`src/rtl/pipelined_prefix_adder.sv`:
```
// pipelined_prefix_adder: Brent-Kung adder/subtractor with a valid/ready stream, a pass-through tag and result flags.
// Latency: PIPE+2 cycles from accept to out_valid, with one operation per cycle.
// Backpressure: every rank freezes while out_valid & ~out_ready, and in_ready = ~out_valid | out_ready.
// Build option PREFIX_ADDER_FLAGS_EN: when defined, out_ovf/out_zero are computed; otherwise both are tied to 0.
module pipelined_prefix_adder #(
  parameter int W     = 32,
  parameter int PIPE  = 1,
  parameter int TAG_W = 4
) (
  input  logic             clk,
  input  logic             rst,
  input  logic             in_valid,
  output logic             in_ready,
  input  logic [W-1:0]     in_a,
  input  logic [W-1:0]     in_b,
  input  logic             in_cin,
  input  logic             in_sub,
  input  logic [TAG_W-1:0] in_tag,
  output logic             out_valid,
  input  logic             out_ready,
  output logic [W-1:0]     out_sum,
  output logic             out_cout,
  output logic             out_ovf,
  output logic             out_zero,
  output logic [TAG_W-1:0] out_tag
);

  localparam int LG = $clog2(W);
  typedef logic [LG-1:0] idx_t;

  // One tree stage: g/pt evolve through the levels; po (the raw propagate) and c0 are carried for the sum.
  typedef struct packed {
    logic             vld;
    logic             c0;
    logic [W-1:0]     g;
    logic [W-1:0]     pt;
    logic [W-1:0]     po;
    logic [TAG_W-1:0] tag;
`ifdef PREFIX_ADDER_FLAGS_EN
    logic             a_msb;
    logic             b_msb;
`endif
  } stg_t;

  // An internal rank sits after up-sweep level ceil((k+1)*LG/(PIPE+1)) for k = 0..PIPE-1.
  function automatic bit is_bnd(input int lvl);
    bit r;
    r = 1'b0;
    for (int k = 0; k < PIPE; k++) begin
      if ((((k + 1) * LG + PIPE) / (PIPE + 1)) == lvl) r = 1'b1;
    end
    return r;
  endfunction

  // Up-sweep level lvl: black cells on every bit whose index+1 is a multiple of 2^lvl.
  function automatic logic [2*W-1:0] up_level(input logic [W-1:0] g, input logic [W-1:0] p, input int lvl);
    logic [W-1:0] ng;
    logic [W-1:0] np;
    int           j;
    ng = g;
    np = p;
    for (int i = 0; i < W; i++) begin
      if (((i + 1) % (1 << lvl)) == 0) begin
        j = i - (1 << (lvl - 1));
        ng[idx_t'(i)] = g[idx_t'(i)] | (p[idx_t'(i)] & g[idx_t'(j)]);
        np[idx_t'(i)] = p[idx_t'(i)] & p[idx_t'(j)];
      end
    end
    return {ng, np};
  endfunction

  // Down-sweep grey cells: fill in the remaining prefixes; bit 0 already holds c0, so G[i] is c[i+1].
  function automatic logic [W-1:0] down_sweep(input logic [W-1:0] g, input logic [W-1:0] p);
    logic [W-1:0] ng;
    int           j;
    ng = g;
    for (int d = LG - 1; d >= 1; d--) begin
      for (int i = 0; i < W; i++) begin
        if ((((i + 1) % (1 << d)) == (1 << (d - 1))) && ((i + 1) > (1 << d))) begin
          j = i - (1 << (d - 1));
          ng[idx_t'(i)] = ng[idx_t'(i)] | (p[idx_t'(i)] & ng[idx_t'(j)]);
        end
      end
    end
    return ng;
  endfunction

  logic             w_en;
  logic [W-1:0]     w_bx;
  logic             r_in_vld;
  logic             r_in_c0;
  logic [W-1:0]     r_in_g;
  logic [W-1:0]     r_in_p;
  logic [TAG_W-1:0] r_in_tag;
  logic             r_in_amsb;
  logic             r_in_bmsb;
  stg_t             w_tree;
  logic [W-1:0]     w_gf;
  logic [W-1:0]     w_sum;
  logic             w_cout;
  logic             r_out_vld;
  logic [W-1:0]     r_sum;
  logic             r_cout;
  logic [TAG_W-1:0] r_tag;

  assign w_en     = ~r_out_vld | out_ready;
  assign in_ready = w_en;
  assign w_bx     = in_sub ? ~in_b : in_b;

  // Input rank: form g/p from A and the (possibly inverted) B on accept; bubbles only clear the valid bit.
  always_ff @(posedge clk) begin
    if (rst) begin
      r_in_vld  <= 1'b0;
      r_in_c0   <= 1'b0;
      r_in_g    <= '0;
      r_in_p    <= '0;
      r_in_tag  <= '0;
      r_in_amsb <= 1'b0;
      r_in_bmsb <= 1'b0;
    end else if (w_en) begin
      r_in_vld <= in_valid;
      if (in_valid) begin
        r_in_c0   <= in_sub | in_cin;
        r_in_g    <= in_a & w_bx;
        r_in_p    <= in_a ^ w_bx;
        r_in_tag  <= in_tag;
        r_in_amsb <= in_a[W-1];
        r_in_bmsb <= w_bx[W-1];
      end
    end
  end

  for (genvar l = 0; l <= LG; l++) begin : g_lvl
    stg_t w_out;
    if (l == 0) begin : g_in
      // Level 0: fold the carry-in into bit 0 so every later prefix already includes it.
      always_comb begin
        w_out      = '0;
        w_out.vld  = r_in_vld;
        w_out.c0   = r_in_c0;
        w_out.g    = r_in_g;
        w_out.g[0] = r_in_g[0] | (r_in_p[0] & r_in_c0);
        w_out.pt   = r_in_p;
        w_out.po   = r_in_p;
        w_out.tag  = r_in_tag;
`ifdef PREFIX_ADDER_FLAGS_EN
        w_out.a_msb = r_in_amsb;
        w_out.b_msb = r_in_bmsb;
`endif
      end
    end else begin : g_up
      stg_t w_nxt;
      // Up-sweep black-cell level l applied to the previous level's output.
      always_comb begin
        w_nxt = g_lvl[l-1].w_out;
        {w_nxt.g, w_nxt.pt} = up_level(g_lvl[l-1].w_out.g, g_lvl[l-1].w_out.pt, l);
      end
      if (is_bnd(l)) begin : g_reg
        stg_t r_stg;
        // Internal pipeline rank: shifts with the global enable; data is only loaded for valid entries.
        always_ff @(posedge clk) begin
          if (rst) begin
            r_stg <= '0;
          end else if (w_en) begin
            if (w_nxt.vld) r_stg <= w_nxt;
            else           r_stg.vld <= 1'b0;
          end
        end
        assign w_out = r_stg;
      end else begin : g_cmb
        assign w_out = w_nxt;
      end
    end
  end

  assign w_tree = g_lvl[LG].w_out;

  // Down-sweep and sum: c[0] is c0, and c[i+1] is the completed prefix at bit i.
  always_comb begin
    w_gf   = down_sweep(w_tree.g, w_tree.pt);
    w_sum  = w_tree.po ^ {w_gf[W-2:0], w_tree.c0};
    w_cout = w_gf[W-1];
  end

  // Output rank: it holds the result steady while the consumer stalls.
  always_ff @(posedge clk) begin
    if (rst) begin
      r_out_vld <= 1'b0;
      r_sum     <= '0;
      r_cout    <= 1'b0;
      r_tag     <= '0;
    end else if (w_en) begin
      r_out_vld <= w_tree.vld;
      if (w_tree.vld) begin
        r_sum  <= w_sum;
        r_cout <= w_cout;
        r_tag  <= w_tree.tag;
      end
    end
  end

`ifdef PREFIX_ADDER_FLAGS_EN
  logic r_ovf;
  logic r_zero;
  // Flag bits share the output rank's enable so they stay aligned with the sum.
  always_ff @(posedge clk) begin
    if (rst) begin
      r_ovf  <= 1'b0;
      r_zero <= 1'b0;
    end else if (w_en && w_tree.vld) begin
      r_ovf  <= (w_tree.a_msb == w_tree.b_msb) & (w_sum[W-1] != w_tree.a_msb);
      r_zero <= ~|w_sum;
    end
  end
  assign out_ovf  = r_ovf;
  assign out_zero = r_zero;
`else
  assign out_ovf  = 1'b0;
  assign out_zero = 1'b0;
`endif

  assign out_valid = r_out_vld;
  assign out_sum   = r_sum;
  assign out_cout  = r_cout;
  assign out_tag   = r_tag;

endmodule

```
`config.mk`:
```
export PLATFORM = sky130hd
export DESIGN_NAME = pipelined_prefix_adder
export DESIGN_NICKNAME = d
export VERILOG_FILES = /design/src/rtl/pipelined_prefix_adder.sv
export SDC_FILE = /design/constraint.sdc
export NUM_CORES = 1
export LEC_CHECK = 0
export CAP_MARGIN = 20
export CORE_ASPECT_RATIO = 1.4
export CORE_MARGIN = 1.5
export CORE_UTILIZATION = 56
export CTS_BUF_LIST = sky130_fd_sc_hd__clkbuf_8
export DETAILED_ROUTE_END_ITERATION = 6
export PLACE_DENSITY_LB_ADDON = 0.08
export SLEW_MARGIN = 20
export SYNTH_ARGS = -nofsm -noshare
export SYNTH_HDL_FRONTEND = slang
export SYNTH_SLANG_ARGS = --single-unit
export TNS_END_PERCENT = 30
```
`constraint.sdc`:
```
create_clock -name clk -period 2.3 [get_ports clk]
set_input_delay 0.575 -clock clk [delete_from_list [all_inputs] [get_ports clk]]
set_output_delay 0.575 -clock clk [all_outputs]
set_load 0.005 [all_outputs]
```
==> results of run 1 <==
==> how the worst max path moves through the flow <==
| stage | from | to |
|---|---|---|
| floorplan | g_lvl[3].g_up.g_reg.r_stg[75] | out_sum[31] |
| global placement | out_ready | in_ready |
| detailed placement | out_ready | in_ready |
| CTS | out_ready | in_ready |
| global route | out_valid | in_ready |
| finish | out_valid | in_ready |
==> power by group <==
| group | total [mW] | switching, mW | internal (mW) |
|---|---|---|---|
| Clock | 2.20 | 1.28 | 0.917 |
| Combinational | 0.759 | 0.394 | 0.364 |
| Sequential | 3.57 | 0.124 | 3.44 |
| Total | 6.52 | 1.80 | 4.72 |
==> Yosys cell counts (all sizes together) <==
master | number | area share (%)
nor3 | 12 | 0.75
a21oi | 178 | 11
and4 | 2 | 0.22
and2 | 2 | 0.16
or4b | 2 | 0.25
a22oi | 1 | 0.093
o21bai | 2 | 0.19
nand2 | 332 | 16
dfxtp | 191 | 48
xnor2 | 17 | 1.9
clkinv | 1 | 0.11
xor2 | 32 | 3.5
ha | 47 | 7.3
a211oi | 17 | 1.6
clkbuf | 26 | 1.2
a21o | 13 | 1.2
o211ai | 1 | 0.093
o2111ai | 1 | 0.11
nand3 | 7 | 0.44
conb | 1 | 0.047
inv | 3 | 0.14
o21ai | 10 | 0.62
or4 | 1 | 0.093
nand4 | 2 | 0.16
nor2b | 2 | 0.25
a2111oi | 2 | 0.22
nor2 | 47 | 2.2
o32ai | 1 | 0.11
or3 | 1 | 0.078
buf | 41 | 2.8
==> state kept, by name, summed over array words and instances, names as in the netlist <==
register / flops
g_lvl.g_up.g_reg.r_stg: 83
out_sum: 32
r_in_g: 32
r_in_p: 32
out_tag: 4
r_in_tag: 4
out_cout: 1
out_valid: 1
r_in_c0: 1
r_in_vld: 1
==> per-layer routing <==
layer | up-vias | global-route usage [%] | wire length (um)
met2 | 162 | 33.04 | 7075
met3 | 12 | 4.926 | 773
li1 | 3460 | - | -
met4 | 0 | 6.140 | 163
met5 | - | 0 | 0
met1 | 2972 | 34.80 | 8615
==> stage by stage <==
stage | cells | hold WS [ns] | power [mW] | setup WS [ns]
floorplan | 996 | 0.4321 | 4.066 | 0.5728
global placement | 1246 | 0.4389 | 4.387 | 0.05336
detailed placement | 1246 | 0.4450 | 4.398 | 0.03093
CTS | 1278 | 0.4585 | 6.576 | 0.01987
global route | 1278 | 0.4728 | 6.829 | 0.1831
finish | 1278 | 0.4541 | 6.522 | 0.2504
==> cell type report <==
| type | instances | area, um2 | share of cell area [%] |
|---|---|---|---|
| timing repair buffer | 132 | 1395 | 14.30 |
| inverter | 4 | 20.02 | 0.2052 |
| multi-input combinational | 734 | 3884 | 39.82 |
| sequential | 191 | 3824 | 39.20 |
| tap | 185 | 231.5 | 2.373 |
| clock inverter | 15 | 166.4 | 1.706 |
| clock buffer | 17 | 234.0 | 2.399 |
==> worst max-delay path, cell delays in order, from the launching register on <==
cell and delay (ns):
dfxtp_1 0.34, nor2b_4 0.18, clkinv_4 0.07, clkdlybuf4s50_1 0.44
==> kinds of logic (layout without fill, tap and decap cells) <==
family | count (synthesis) | after routing
AND/OR/NAND/NOR | 410 | 410
AO/OA/AOI/OAI | 226 | 226
flip-flops | 191 | 191
buffers and inverters | 71 | 168
XOR/XNOR | 49 | 49
adder cells (fa/ha/maj) | 47 | 47
other | 1 | 2
==> results.ini, run 1 <==
[die]
ioPinCount=115
die_x_um=104.2
start_util_pct=57.50
dieArea_um2=15090
coreArea_um2=13970
die_y_um=144.7
rows=51

[global_routing]
overflow=0
grt_use_total_pct=23.01
antenna_found_initial=0
grt_pass1_vias=5787
grt_pass1_wl_mm=28.14
grt_max_degree=70

[cells_and_area]
areaGrowthSynthToFinish_pct=21.40
final.fill_count=1210
layout.nets=1201
utilization_pct=69.80
layout_commonest_cell=nand2_1
diodes=0
drive_gt1_share_pct=5.489
post-route-cell-area_um2=9754
mostFrequentLayoutCells=330 x nand2_1, 191 x dfxtp_1, 178 x a21oi_1

[critical_path]
regToRegEndpoint=out_sum[31]
cp-start-kind=flop
rr_startpoint=g_lvl[3].g_up.g_reg.r_stg[75]
reg2reg_slack_ns=0.38
critPathKind=reg -> out
crit_required_ns=1.73
cp.arrival_ns=1.47
cp-end-kind=output port
reg2regPathDepth=9
critPathMaxFanout=3

[logic_synthesis]
synth_area_per_cell_um2=8.076
syn_inst=995
yosys.area_share.simple_pct=20.12
yosysSeqAreaShare_pct=47.59
synth_cell_types=34
synthMuxAreaShare_pct=0
synth_warnings=0
synth_adder_area_share_pct=7.319
syn_area_um2=8035
synth_xor_area_share_pct=5.341
synth_top_family_by_area=simple AND/OR/NAND/NOR gates
synth-compound-area-share_pct=15.32
ys_ff_latch=191

[clock_network]
cts_setup_buffers=0
htree_levels=4
clock_path_buffers=2
worstSkewPairLatency_ns=0.47
cts_resized=0
cts_buffers=17
cts_tree=built
hold_buffers=0
cts-root-buf=clkbuf_8
cts.clk_slew.worst_paths_ns=0.10
cts_sinks=191

[worst_hold_path]
whs_path_depth=2
hold_class=reg -> reg
holdCritStartpoint=out_sum[13]
whs_endpoint=out_sum[13]

[detailed_routing]
drt_iter0_markers=345
post_drt_wl_per_cell_um=13.01
drt-total-wl_mm=16.63
dr_total_vias=6606
route.detailed.drc=0
avgViaCountPerCell=5.169
first_pass_iters=5
ant_nets=0

[outcome]
status=finished clean

[placement]
gp_congestion=0.7972
dp_hpwl_mm=11.82
portBuffers=112
place_area_um2=9351

[power_and_ir_drop]
p_leak_nw=3.670
peakVddDrop_mv=0.3922
power_density_nw_per_um2=668.6

[timing]
fmax_mhz=487.9
rsz0062_at_grt=false
tns_ns=0
min_period_ns=2.050
finalHoldViolCount=0
slew_viol_final=0
finClkSkew_ns=0.01515
layout_worst_path_cycle_share_pct=89.11
setup_viol=0

[job]
maxCapViolations=0

No activity file was read; power rests on OpenSTA's default activity.
==> run 2, diff against run 1 <==
--- a/config.mk
+++ b/config.mk
@@ -8,9 +8,10 @@
 export CAP_MARGIN = 20
 export CORE_ASPECT_RATIO = 1.4
 export CORE_MARGIN = 1.5
-export CORE_UTILIZATION = 56
+export CORE_UTILIZATION = 60
 export CTS_BUF_LIST = sky130_fd_sc_hd__clkbuf_8
 export DETAILED_ROUTE_END_ITERATION = 6
+export DONT_BUFFER_PORTS = 1
 export PLACE_DENSITY_LB_ADDON = 0.08
 export SLEW_MARGIN = 20
 export SYNTH_ARGS = -nofsm -noshare
==> results.ini, run 2 (synthesis results as in run 1) <==
[detailed_routing]
route.detailed.drc=0  ; unchanged
avgViaCountPerCell=5.352  ; +3.5%
drt-total-wl_mm=16.44  ; -1.1%
first_pass_iters=5  ; unchanged
dr_total_vias=6176  ; -6.5%
ant_nets=0  ; unchanged
post_drt_wl_per_cell_um=14.25  ; +9.5%
drt_iter0_markers=346  ; +0.29%

[global_routing]
overflow=0  ; unchanged
antenna_found_initial=0  ; unchanged
grt_pass1_wl_mm=26.97  ; -4.1%
grt_max_degree=193  ; +180%
grt_use_total_pct=23.97  ; +0.96 points
grt_pass1_vias=5519  ; -4.6%

[die]
start_util_pct=62.11  ; +4.6 points
dieArea_um2=14110  ; -6.5%
rows=49  ; -3.9%
coreArea_um2=12940  ; -7.4%
die_x_um=100.8  ; -3.3%
die_y_um=139.9  ; -3.3%
ioPinCount=115  ; unchanged

[placement]
pre_cts_ws_ns=0.01706  ; -0.01387 ns
dp_hpwl_mm=11.38  ; -3.7%
gp_congestion=0.8196  ; +2.8%
portBuffers=0  ; -100%

[cells_and_area]
areaGrowthSynthToFinish_pct=6.478
drive_gt1_share_pct=5.225  ; -0.26 points
utilization_pct=66.14  ; -3.7 points
mostFrequentLayoutCells=330 x nand2_1, 191 x dfxtp_1, 178 x a21oi_1
layout.nets=1084  ; -9.7%
layout_commonest_cell=nand2_1
largest_reg_flops=83  ; unchanged
top_register=g_lvl.g_up.g_reg.r_stg
diodes=0  ; unchanged

[worst_hold_path]
whs_path_depth=1  ; -1
holdCritStartpoint=rst
hold_class=in -> reg
whs_endpoint=r_in_g[8]

[critical_path]
cp-end-kind=flop
slowest_stage=nor2_4
slowest_delay_ns=0.57  ; +0.13 ns
critPathMaxFanout=34  ; +31
rr_startpoint=out_valid
cp.arrival_ns=2.29  ; +0.82 ns
reg2regPathDepth=6  ; -3
regToRegEndpoint=g_lvl[3].g_up.g_reg.r_stg[97]
critPathBufInv=2  ; unchanged
cp-start-kind=flop
critPathKind=reg -> reg
cp_cell_sequence=nor2b_4 > nor2_4 > buf_16 > buf_4 > nor2_1 > a211oi_1
crit_required_ns=2.67  ; +0.94 ns
path_delay_family=simple AND/OR/NAND/NOR gates
reg2reg_slack_ns=0.38  ; about the same

[timing]
setup_viol=0  ; unchanged
layout_setup_ws_ns=0.3798  ; +0.1295 ns
rsz0062_at_grt=false
whs_ns=0.1957  ; -0.2583 ns
layout_worst_path_cycle_share_pct=83.49  ; -5.6 points
worst_pin_slew_ns=0.7365
slew_headroom_pct=50.78
finalHoldViolCount=0  ; unchanged
min_period_ns=1.920  ; -0.1295 ns
finClkSkew_ns=0.01201  ; -0.003139 ns
fmax_mhz=520.8  ; +6.7%
tns_ns=0  ; unchanged
slew_viol_final=0  ; unchanged

[job]
maxCapViolations=0  ; unchanged

[power_and_ir_drop]
peakVddDrop_mv=0.3702  ; -5.6%
p_leak_nw=3.208  ; -13%
power_density_nw_per_um2=751.5  ; +12%

[outcome]
status=finished clean

[clock_network]
hold_buffers=0  ; unchanged
cts_tree=built
clock_path_buffers=2  ; unchanged
cts.clk_slew.worst_paths_ns=0.09  ; about the same
cts-root-buf=clkbuf_8
cts_setup_buffers=0  ; unchanged
cts_buffers=17  ; unchanged
worstSkewPairLatency_ns=0.45  ; -0.02 ns
cts_resized=0  ; unchanged
htree_levels=4  ; unchanged
cts_sinks=191  ; unchanged

## run 2: cell count changes in the layout (fill, tap and decap cells not counted), sizes merged
cell / before / now
bufinv: 1 / 3
inv: 13 / 7
dlymetal6s2s: 1 / 0
clkbuf: 17 / 20
buf: 22 / 15
clkdlybuf4s50: 109 / 0
clkinvlp: 0 / 1
## run 2: worst max-delay path by stage
stage                                       start                             to  slack, ns  cells after the start
finish                                  out_valid  g_lvl[3].g_up.g_reg.r_stg[97]       0.38                      6
floorplan           g_lvl[3].g_up.g_reg.r_stg[75]                    out_sum[31]       0.57                      9
detailed placement                      out_ready  g_lvl[3].g_up.g_reg.r_stg[97]       0.02                      5
global placement                        out_ready  g_lvl[3].g_up.g_reg.r_stg[97]       0.08                      5
global route                             r_in_vld  g_lvl[3].g_up.g_reg.r_stg[93]       0.21                      6
CTS                                     out_valid  g_lvl[3].g_up.g_reg.r_stg[97]       0.17                      5
## run 2: report_power, final
| group | switching (mW) | total [mW] | internal (mW) |
|---|---|---|---|
| Clock | 1.16 | 2.33 | 1.17 |
| Sequential | 0.126 | 3.57 | 3.44 |
| Combinational | 0.303 | 0.529 | 0.226 |
## run 2: stage by stage
stage	cell area (um2)	power [mW]	instances
after floorplan	8039	4.066	996
after global placement	8093	4.141	1121
after detailed placement	8093	4.159	1121
after CTS	8528	6.474	1153
after global routing	8556	6.716	1154
final	8556	6.430	1154
## run 2: per-layer routing
metal	up-vias	part of all wire (%)	wire (um)	GRT usage [%]
met5	-	0	0	0
met4	0	0.86	141	6.227
met3	11	6.3	1032	5.240
met2	172	42	6916	33.07
met1	2782	51	8349	37.58
li1	3211	-	-	-
## run 2: layout make-up
type	instances	area (um2)
repair buffers	15	170.2
multi-input cells	734	3884
fillers	1166	4380
clock inverters	12	160.2
flip-flops and latches	191	3824
inverters	4	20.02
clock buffers	20	275.3
well taps	178	222.7
==> edit: new RTL, settings of run 2 <==
Set the parameter `PIPE` to 0 (it was 1). Comments in the files are not updated.
--- a/src/rtl/pipelined_prefix_adder.sv
+++ b/src/rtl/pipelined_prefix_adder.sv
@@ -5,5 +5,5 @@
 module pipelined_prefix_adder #(
   parameter int W     = 32,
-  parameter int PIPE  = 1,
+  parameter int PIPE  = 0,
   parameter int TAG_W = 4
 ) (
Formal check against the unedited RTL: not equivalent (a bounded check fails within 4 cycles, from zero or initial values and one cycle with rst high).
==> edit against run 2 <==
- the run now ends with setup timing left
- synthesized area fell by 35%
- final area decreased by 33%
- utilization up 0.92 points
- clock power decreased by 53%
- combinational power is 2% lower
- sequential cell count shrank 83
- wire length fell by 31%
- critical path depth rose by 8
- non-clock buffer count is 9 higher
- total power fell by 42%
- global-route usage up 1.3 points
- count of clock-buffer cells in the layout down 8
- worst setup slack got worse by 0.73 ns
==> edit: results (changes against run 2) <==
Post-DP Area=5390 um2 (-33%); sequential share of the synthesized area=0.413 (-0.0624); GRT Total Usage=0.253 (+0.0132); Clk Latency, worst-skew pair=0.37 ns (-0.08 ns); Power Internal=2700 uW (-44%); Crit path arrival time=2.95 ns (+0.66 ns); RR Startpoint=r_in_c0; Synth cell types=37 (+8.8%); FILL cells=753 (-35%); TritonRoute pass-1 iters=4 (-1); failing checks=setup timing; setup ws final=-0.347 ns (-0.727 ns); total CTS buffers=9 (-8); synthesized netlist cell count=663 (-33%); peak supply drop=0.504 mV (+36%); Final Setup Violations=23 (+23); leak pwr=0.00231 uW (-28%); compound-gate portion of the synthesized area=0.151 (-0.00175); Routed WL per cell=14.7 um (+3.5%); Vias/cell=5.59 (+4.5%); DR iter-0 viols=194 (-44%); GP Congestion=0.786 (-4.1%); global-route wire length before repair=18300 um (-32%); DR vias=4294 (-30%); Synth area leaders=dfxtp_1 41%, nand2_1 16%, ha_1 12%, a21oi_1 11%, xor2_1 5.4%; outcome=complete, but fails checks; fin area=5710 um2 (-33%); met3 Use GR=0.0672 (+0.0148)
## edit: what timing repair did
action | 4_1_cts | 5_1_grt
cloned | 0 | 0
setup buffers | 5 | 1
gates resized for setup | 7 | 16
pin swaps | 14 | 5
setup endpoints to repair | 20 | 25
## edit: cells by family (layout without fill, tap and decap cells)
kind of cell             after synthesis  in the layout
other                                  1              2
flip-flops                           108            108
AND/OR/NAND/NOR                      265            265
adder cells (fa/ha/maj)               49             49
XOR/XNOR                              47             47
AO/OA/AOI/OAI                        145            145
buffers and inverters                 48             47
## edit: routing by layer
| metal | part of all wire | routed length [um] |
|---|---|---|
| met1 | 0.41 | 4650 |
| met2 | 0.51 | 5750 |
| met3 | 0.058 | 662 |
| met4 | 0.023 | 256 |
| met5 | 0 | 0 |
## edit: power groups by stage
stage / Clock [uW] / Combinational [uW] / Sequential, uW
detailed placement: 0 / 500 / 2120
global placement: 0 / 486 / 2120
finish: 1100 / 518 / 2080
CTS: 1130 / 511 / 2080
floorplan: 0 / 413 / 2100
global route: 1200 / 603 / 2100
## edit: through the flow
stage | setup WS, ns | hold WS [ns]
floorplan | -0.0951 | 0.432
global placement | -0.394 | 0.437
detailed placement | -0.417 | 0.443
CTS | -0.399 | 0.245
global route | -0.523 | 0.235
finish | -0.347 | 0.260
## edit: critical path, cell delays in order (launching register included)
cell and delay, ns:
dfxtp_2 0.33, ha_2 0.17, or2_4 0.23, ha_4 0.15, o211ai_1 0.25, a21oi_2 0.10
o211ai_1 0.25, nand2_1 0.17, a211oi_4 0.28, o21ai_1 0.11, ha_2 0.18, nor2_2 0.08
xnor2_1 0.11, nand2_1 0.06, a21oi_1 0.11
## edit: layout make-up
class / count / share of cell area
well taps: 105 / 0.0230
clock inverters: 4 / 0.00417
multi-input cells: 508 / 0.523
clock buffers: 12 / 0.0289
inverters: 7 / 0.00461
repair buffers: 24 / 0.0366
flip-flops and latches: 108 / 0.379
## edit: final timing paths
kind / slack, ns / endpoint / cells after the start
worst max-delay path: -0.35 / out_sum[31] / 14
worst min-delay path: 0.26 / out_sum[22] / 1
worst max register to register: -0.35 / out_sum[31] / 14
worst min register to register: 0.46 / out_tag[0] / 2
